### src/rtl/inst_prefetch_unit.sv
// Instruction fetch stage: owns the fetch PC, issues word requests and buffers
// in-order responses in a small queue. Optional response bypass: PREFETCH_BYPASS_EN.
module inst_prefetch_unit #(
  parameter int unsigned DEPTH           = 4,
  parameter logic [31:0] RESET_PC        = 32'h0000_0000,
  parameter int unsigned MAX_OUTSTANDING = 4
) (
  input  logic                   clock,
  input  logic                   reset_n,
  output logic                   imem_req,
  output logic [31:0]            imem_addr,
  input  logic                   imem_gnt,
  input  logic                   imem_rvalid,
  input  logic [31:0]            imem_rdata,
  input  logic                   redirect,
  input  logic [31:0]            redirect_pc,
  input  logic                   freeze,
  output logic                   inst_valid,
  output logic [31:0]            inst_out,
  output logic [31:0]            inst_pc,
  output logic [31:0]            inst_pc_plus8,
  output logic [$clog2(DEPTH):0] q_count
);

  localparam int unsigned AW = $clog2(DEPTH);
  localparam int unsigned CW = AW + 1;

  logic [31:0]   fetch_pc_reg;
  logic          fetch_en_reg;
  logic [CW-1:0] outstanding_reg;
  logic [CW-1:0] outstanding_next;
  logic [CW-1:0] drop_cnt_reg;
  logic [CW-1:0] count_reg;
  logic [AW-1:0] q_rd_ptr_reg;
  logic [AW-1:0] q_wr_ptr_reg;
  logic [AW-1:0] tag_rd_ptr_reg;
  logic [AW-1:0] tag_wr_ptr_reg;

  logic [31:0] q_inst_mem [DEPTH];
  logic [31:0] q_pc_mem   [DEPTH];
  logic [31:0] tag_mem    [DEPTH];

  logic [CW:0]  occupancy;
  logic         issue_fire;
  logic         rsp_drop;
  logic         rsp_keep;
  logic         q_empty;
  logic         q_push;
  logic         q_pop;
  logic         bypass_hit;
  logic [31:0]  q_head_inst;
  logic [31:0]  q_head_pc;
  logic [31:0]  tag_head_pc;
  logic         unused_rpc_bits;

  assign unused_rpc_bits = ^redirect_pc[1:0];

  // Outstanding requests reserve queue slots, so a kept response always fits.
  assign occupancy  = {1'b0, count_reg} + {1'b0, outstanding_reg};
  assign imem_req   = fetch_en_reg && !redirect
                   && (occupancy < (CW+1)'(DEPTH))
                   && (outstanding_reg < CW'(MAX_OUTSTANDING));
  assign imem_addr  = fetch_pc_reg;
  assign issue_fire = imem_req && imem_gnt;

  assign rsp_drop = imem_rvalid && (drop_cnt_reg != '0);
  assign rsp_keep = imem_rvalid && (drop_cnt_reg == '0);
  assign q_empty  = (count_reg == '0);

`ifdef PREFETCH_BYPASS_EN
  assign bypass_hit = fetch_en_reg && q_empty && rsp_keep && !redirect;
`else
  assign bypass_hit = 1'b0;
`endif

  // A bypassed word that is consumed immediately never enters the queue.
  assign q_push = rsp_keep && !redirect && !(bypass_hit && !freeze);
  assign q_pop  = !q_empty && !freeze && !redirect;

  assign outstanding_next = outstanding_reg + CW'(issue_fire) - CW'(imem_rvalid);

  assign q_head_inst = q_inst_mem[q_rd_ptr_reg];
  assign q_head_pc   = q_pc_mem[q_rd_ptr_reg];
  assign tag_head_pc = tag_mem[tag_rd_ptr_reg];

  always_ff @(posedge clock or negedge reset_n) begin
    if (!reset_n) begin
      fetch_pc_reg    <= {RESET_PC[31:2], 2'b00};
      fetch_en_reg    <= 1'b0;
      outstanding_reg <= '0;
      drop_cnt_reg    <= '0;
      count_reg       <= '0;
      q_rd_ptr_reg    <= '0;
      q_wr_ptr_reg    <= '0;
      tag_rd_ptr_reg  <= '0;
      tag_wr_ptr_reg  <= '0;
    end else begin
      fetch_en_reg    <= 1'b1;
      outstanding_reg <= outstanding_next;
      if (redirect) begin
        // Everything still in flight after this edge belongs to the old stream.
        fetch_pc_reg   <= {redirect_pc[31:2], 2'b00};
        drop_cnt_reg   <= outstanding_next;
        count_reg      <= '0;
        q_rd_ptr_reg   <= '0;
        q_wr_ptr_reg   <= '0;
        tag_rd_ptr_reg <= '0;
        tag_wr_ptr_reg <= '0;
      end else begin
        if (issue_fire) begin
          fetch_pc_reg   <= fetch_pc_reg + 32'd4;
          tag_wr_ptr_reg <= tag_wr_ptr_reg + 1'b1;
        end
        if (rsp_drop) drop_cnt_reg <= drop_cnt_reg - 1'b1;
        if (rsp_keep) tag_rd_ptr_reg <= tag_rd_ptr_reg + 1'b1;
        if (q_push)   q_wr_ptr_reg   <= q_wr_ptr_reg + 1'b1;
        if (q_pop)    q_rd_ptr_reg   <= q_rd_ptr_reg + 1'b1;
        count_reg <= count_reg + CW'(q_push) - CW'(q_pop);
      end
    end
  end

  always_ff @(posedge clock) begin
    if (issue_fire) tag_mem[tag_wr_ptr_reg] <= fetch_pc_reg;
    if (q_push) begin
      q_inst_mem[q_wr_ptr_reg] <= imem_rdata;
      q_pc_mem[q_wr_ptr_reg]   <= tag_head_pc;
    end
  end

  always_comb begin
    inst_valid = 1'b0;
    inst_out   = '0;
    inst_pc    = '0;
    if (!q_empty) begin
      inst_valid = 1'b1;
      inst_out   = q_head_inst;
      inst_pc    = q_head_pc;
    end else if (bypass_hit) begin
      inst_valid = 1'b1;
      inst_out   = imem_rdata;
      inst_pc    = tag_head_pc;
    end
  end

  assign inst_pc_plus8 = inst_pc + 32'd8;
  assign q_count       = count_reg;

  a_no_push_when_full: assert property (@(posedge clock) disable iff (!reset_n)
    !(rsp_keep && (count_reg == CW'(DEPTH))));

endmodule

### config.mk
export PLATFORM = sky130hd
export DESIGN_NAME = inst_prefetch_unit
export DESIGN_NICKNAME = d
export VERILOG_FILES = /design/src/rtl/inst_prefetch_unit.sv
export SDC_FILE = /design/constraint.sdc
export NUM_CORES = 1
export LEC_CHECK = 0
export BUFFER_PORTS_ARGS = -buffer_cell sky130_fd_sc_hd__buf_2
export CORE_MARGIN = 1.5
export CORE_UTILIZATION = 55
export DETAILED_ROUTE_END_ITERATION = 6
export PLACE_DENSITY = 0.76
export SLEW_MARGIN = 20
export SYNTH_ARGS = -nofsm -noshare
export SYNTH_HDL_FRONTEND = slang
export SYNTH_SLANG_ARGS = --single-unit
### constraint.sdc
create_clock -name clock -period 4.3 [get_ports clock]
set_input_delay 0.645 -clock clock [delete_from_list [all_inputs] [get_ports clock]]
set_output_delay 0.645 -clock clock [all_outputs]
set_load 0.02 [all_outputs]
==> impl_metrics.tcl <==
set metrics [dict create \
    cpPeakStageDelay_ns 0.64 \
    largest_register_ffs 128 \
    start_util_pct 56.23 \
    crit_family "simple AND/OR/NAND/NOR gates" \
    reg2reg_setup_slack_ns 0.97 \
    max_freq_mhz 249.8 \
    vias 9338 \
    hp-class "input pin to asynchronous set/reset pin" \
    dpl-instance-area_um2 18680 \
    drt-total-wl_um 34070 \
    drc 22 \
    final_layout_size_suffix_gt1_share_pct 31.99 \
    finalSetupViolCount 0 \
    synth_area_um2 17290 \
    drtIter0Drc 706 \
    yosysWarnings 0 \
    period_share_pct 93.11 \
    required_ns 3.65 \
    worst-path-max-fanout 20 \
    core_um2 30750 \
    die_x_um 180.3 \
    synth_edf_count 368 \
    regMostFlops "q_inst_mem" \
    grt-ovfl-total 0 \
    cp_data_arrival_time_ns 3.36 \
    nNetsFinal 1278 \
    grt_pass1_wl_um 54210 \
    synth_top_area_cell "edfxtp_1" \
    ys_async_sr_fraction_pct 11.54 \
    slew_headroom_pct 35.72 \
    fin_skew_ns 0.01668 \
    place_hpwl_um 21600 \
    cts_max_level 2 \
    cp_common_cell "nand2_1" \
    clk_latency_ns 0.54 \
    cts_sinks 416 \
    portBuffers 194 \
    final_util_pct 65.03 \
    reg_top3 "q_inst_mem (128), q_pc_mem (120), tag_mem (120)" \
    worst-path-buf-inv 2 \
    cts_tree "yes" \
    layout.cells.non_filler 1615 \
    synth_top_area_share_pct 63.91 \
    worstPathCellList "mux4_1 > nand2_1 > inv_1 > ha_1 > nand2_1 > nor4_4 > nand3_1 > nor3_2 > xor2_1 > buf_2" \
    critPathLaunchType "flip-flop" \
    place_congestion 0.8734 \
    power.total_uw 11800 \
    outcome "finished with violations" \
    finalInstanceArea_um2 20000 \
    worstMarginPinSlew_ns 0.9642 \
    rows 64 \
    violations "DRC" \
    fillerInstances 2131 \
    clkTransAtPathRegs_ns 0.06 \
    dr.pass1.iters 7 \
    clockRootBuffer "clkbuf_16" \
    antenna_left 0 \
    grt_usage_pct 21.62 \
    rsz0062_at_grt "false" \
    postSynthCellCount 978 \
    grt_max_degree 63 \
    leakage_uw 0.007200 \
    irDropWorstVdd_mv 0.2858 \
    syn_avg_cell_area_um2 17.68 \
    hold_viol_final 0 \
    power_density_nw_per_um2 590.1 \
    seq_area_frac_synth_pct 70.85 \
    cap_violations 0 \
    syn2layout_area_growth_pct 15.64 \
    antenna_found_initial 0 \
    clk_path_buf_depth 3 \
    path_class "flip-flop to output port" \
    place_inst 1541 \
    diodes 0 \
    slew_violations 0 \
    period_needed_ns 4.004 \
    synth_area_leaders "edfxtp_1 64%, mux4_2 12%, dfrtp_1 6.9%" \
    cts_hold_buf 0 \
    synth_ff_type "edfxtp_1" \
    setup_tns_ns 0 \
    end_kind "output port" \
    wire_per_inst_um 21.09 \
    die_area_um2 32510 \
    io_pins 203 \
    cpMaxStageDelayCell "dfrtp_4" \
    numCtsBuffers 41 \
    ys_ff_latch 416 \
    avgViaCountPerCell 5.782 \
    grt_pass1_vias 9407 \
    dieHeight_um 180.3 \
    ys_types 60 \
]
-- cell usage in the layout (no fill, tap or decap), types with 27 or more instances in the layout --
cell,count
nand2_1,61
and2_1,52
o21ai_0,28
dfrtp_1,45
nand3_1,28
inv_1,28
buf_2,193
edfxtp_1,368
mux4_2,90
clkbuf_16,41
nor2_1,36
xnor2_1,27
-- repair_timing --
action                     CTS  global route
resized for setup            0             3
buffers inserted             0             0
setup endpoints to repair    0             7
hold endpoints to repair     0             0
-- kinds of logic (layout without fill, tap and decap cells) --
logic type	after synthesis	count (layout)	synth area share, %
muxes	98	98	12.47
buffers and inverters	81	317	2.207
adders and majority gates	20	20	1.534
xor gates and xnor gates	42	42	2.127
DFF	416	416	70.85
other	2	7	0.04343
AOI/OAI and AO/OA	71	71	2.670
and+or+nand+nor	248	248	8.097
-- per-layer routing --
metal / vias up / wire [um] / track usage [%] / share of wire (%)
li1: 4229 / - / - / -
met5: - / 0 / 0 / 0
met1: 4664 / 15030 / 32.51 / 44
met3: 54 / 2460 / 3.759 / 7.2
met4: 0 / 752 / 6.084 / 2.2
met2: 391 / 15820 / 33.02 / 46
-- path summary, 6_finish.rpt --
path                       cells after the start                    startpoint                           end
hold / removal                                 1                       reset_n     imem_addr[21]$_DFFE_PN0N_
min in group clock                             1                imem_rdata[28]   q_inst_mem[3][28]$_DFFE_PP_
setup reg to reg                              14          q_count[1]$_DFF_PN0_   drop_cnt_reg[2]$_DFFE_PN0P_
max in group asynchronous                      1                       reset_n   q_rd_ptr_reg[0]$_DFFE_PN0P_
hold reg to reg                                1  outstanding_reg[0]$_DFF_PN0_  outstanding_reg[0]$_DFF_PN0_
setup / recovery                              10   q_rd_ptr_reg[0]$_DFFE_PN0P_             inst_pc_plus8[31]
-- worst reg2reg max path, delay by kind of cell (launching register included) --
| family | cells | cell delay, ns |
|---|---|---|
| XOR/XNOR | 2 | 0.33 |
| AND/OR/NAND/NOR | 4 | 0.62 |
| buffers and inverters | 3 | 0.57 |
| AO/OA/AOI/OAI | 1 | 0.09 |
| adder cells (fa/ha/maj) | 4 | 1.16 |
| flip-flops | 1 | 0.46 |
-- layout make-up --
cell class / count / area [um^2] / share of cell area, %
inverters: 30 / 112.6 / 0.5632
multi-input cells: 486 / 4682 / 23.42
repair buffers: 213 / 1136 / 5.682
clock inverters: 26 / 256.5 / 1.283
well taps: 396 / 495.5 / 2.478
clock buffers: 48 / 1052 / 5.263
flip-flops and latches: 416 / 12260 / 61.32
-- cells in the mapped netlist, types with 4 or more instances --
cell type	instances
and4_1	4
a221o_1	4
ha_1	18
xnor2_1	27
dfrtp_1	48
edfxtp_1	368
and3_1	14
nand3_1	28
clkbuf_1	15
buf_4	10
xor2_1	15
buf_2	14
mux2i_1	5
nand4_1	11
inv_1	29
o311ai_0	11
nor3_1	8
buf_1	9
and2_1	56
nor2_1	36
o21ai_0	28
nand2_1	61
a31oi_1	9
mux4_2	90
a21oi_1	7
-- report_power, final --
| group | total [uW] | leakage [uW] | switching (uW) | internal [uW] |
|---|---|---|---|---|
| registers | 4940 | 0.00391 | 262 | 4680 |
| clock network | 3450 | 0.000639 | 1440 | 2000 |
| logic | 3410 | 0.00265 | 2100 | 1310 |
-- per-stage QoR --
stage	worst slack, ns	hold slack [ns]
2_1_floorplan	0.1568	0.3494
3_3_place_gp	0.6703	0.5255
3_5_place_dp	0.6426	0.5274
4_1_cts	0.05044	0.1356
5_1_grt	0.05109	0.1593
6_report	0.2965	0.1221
(Power assumes the default switching activity.)
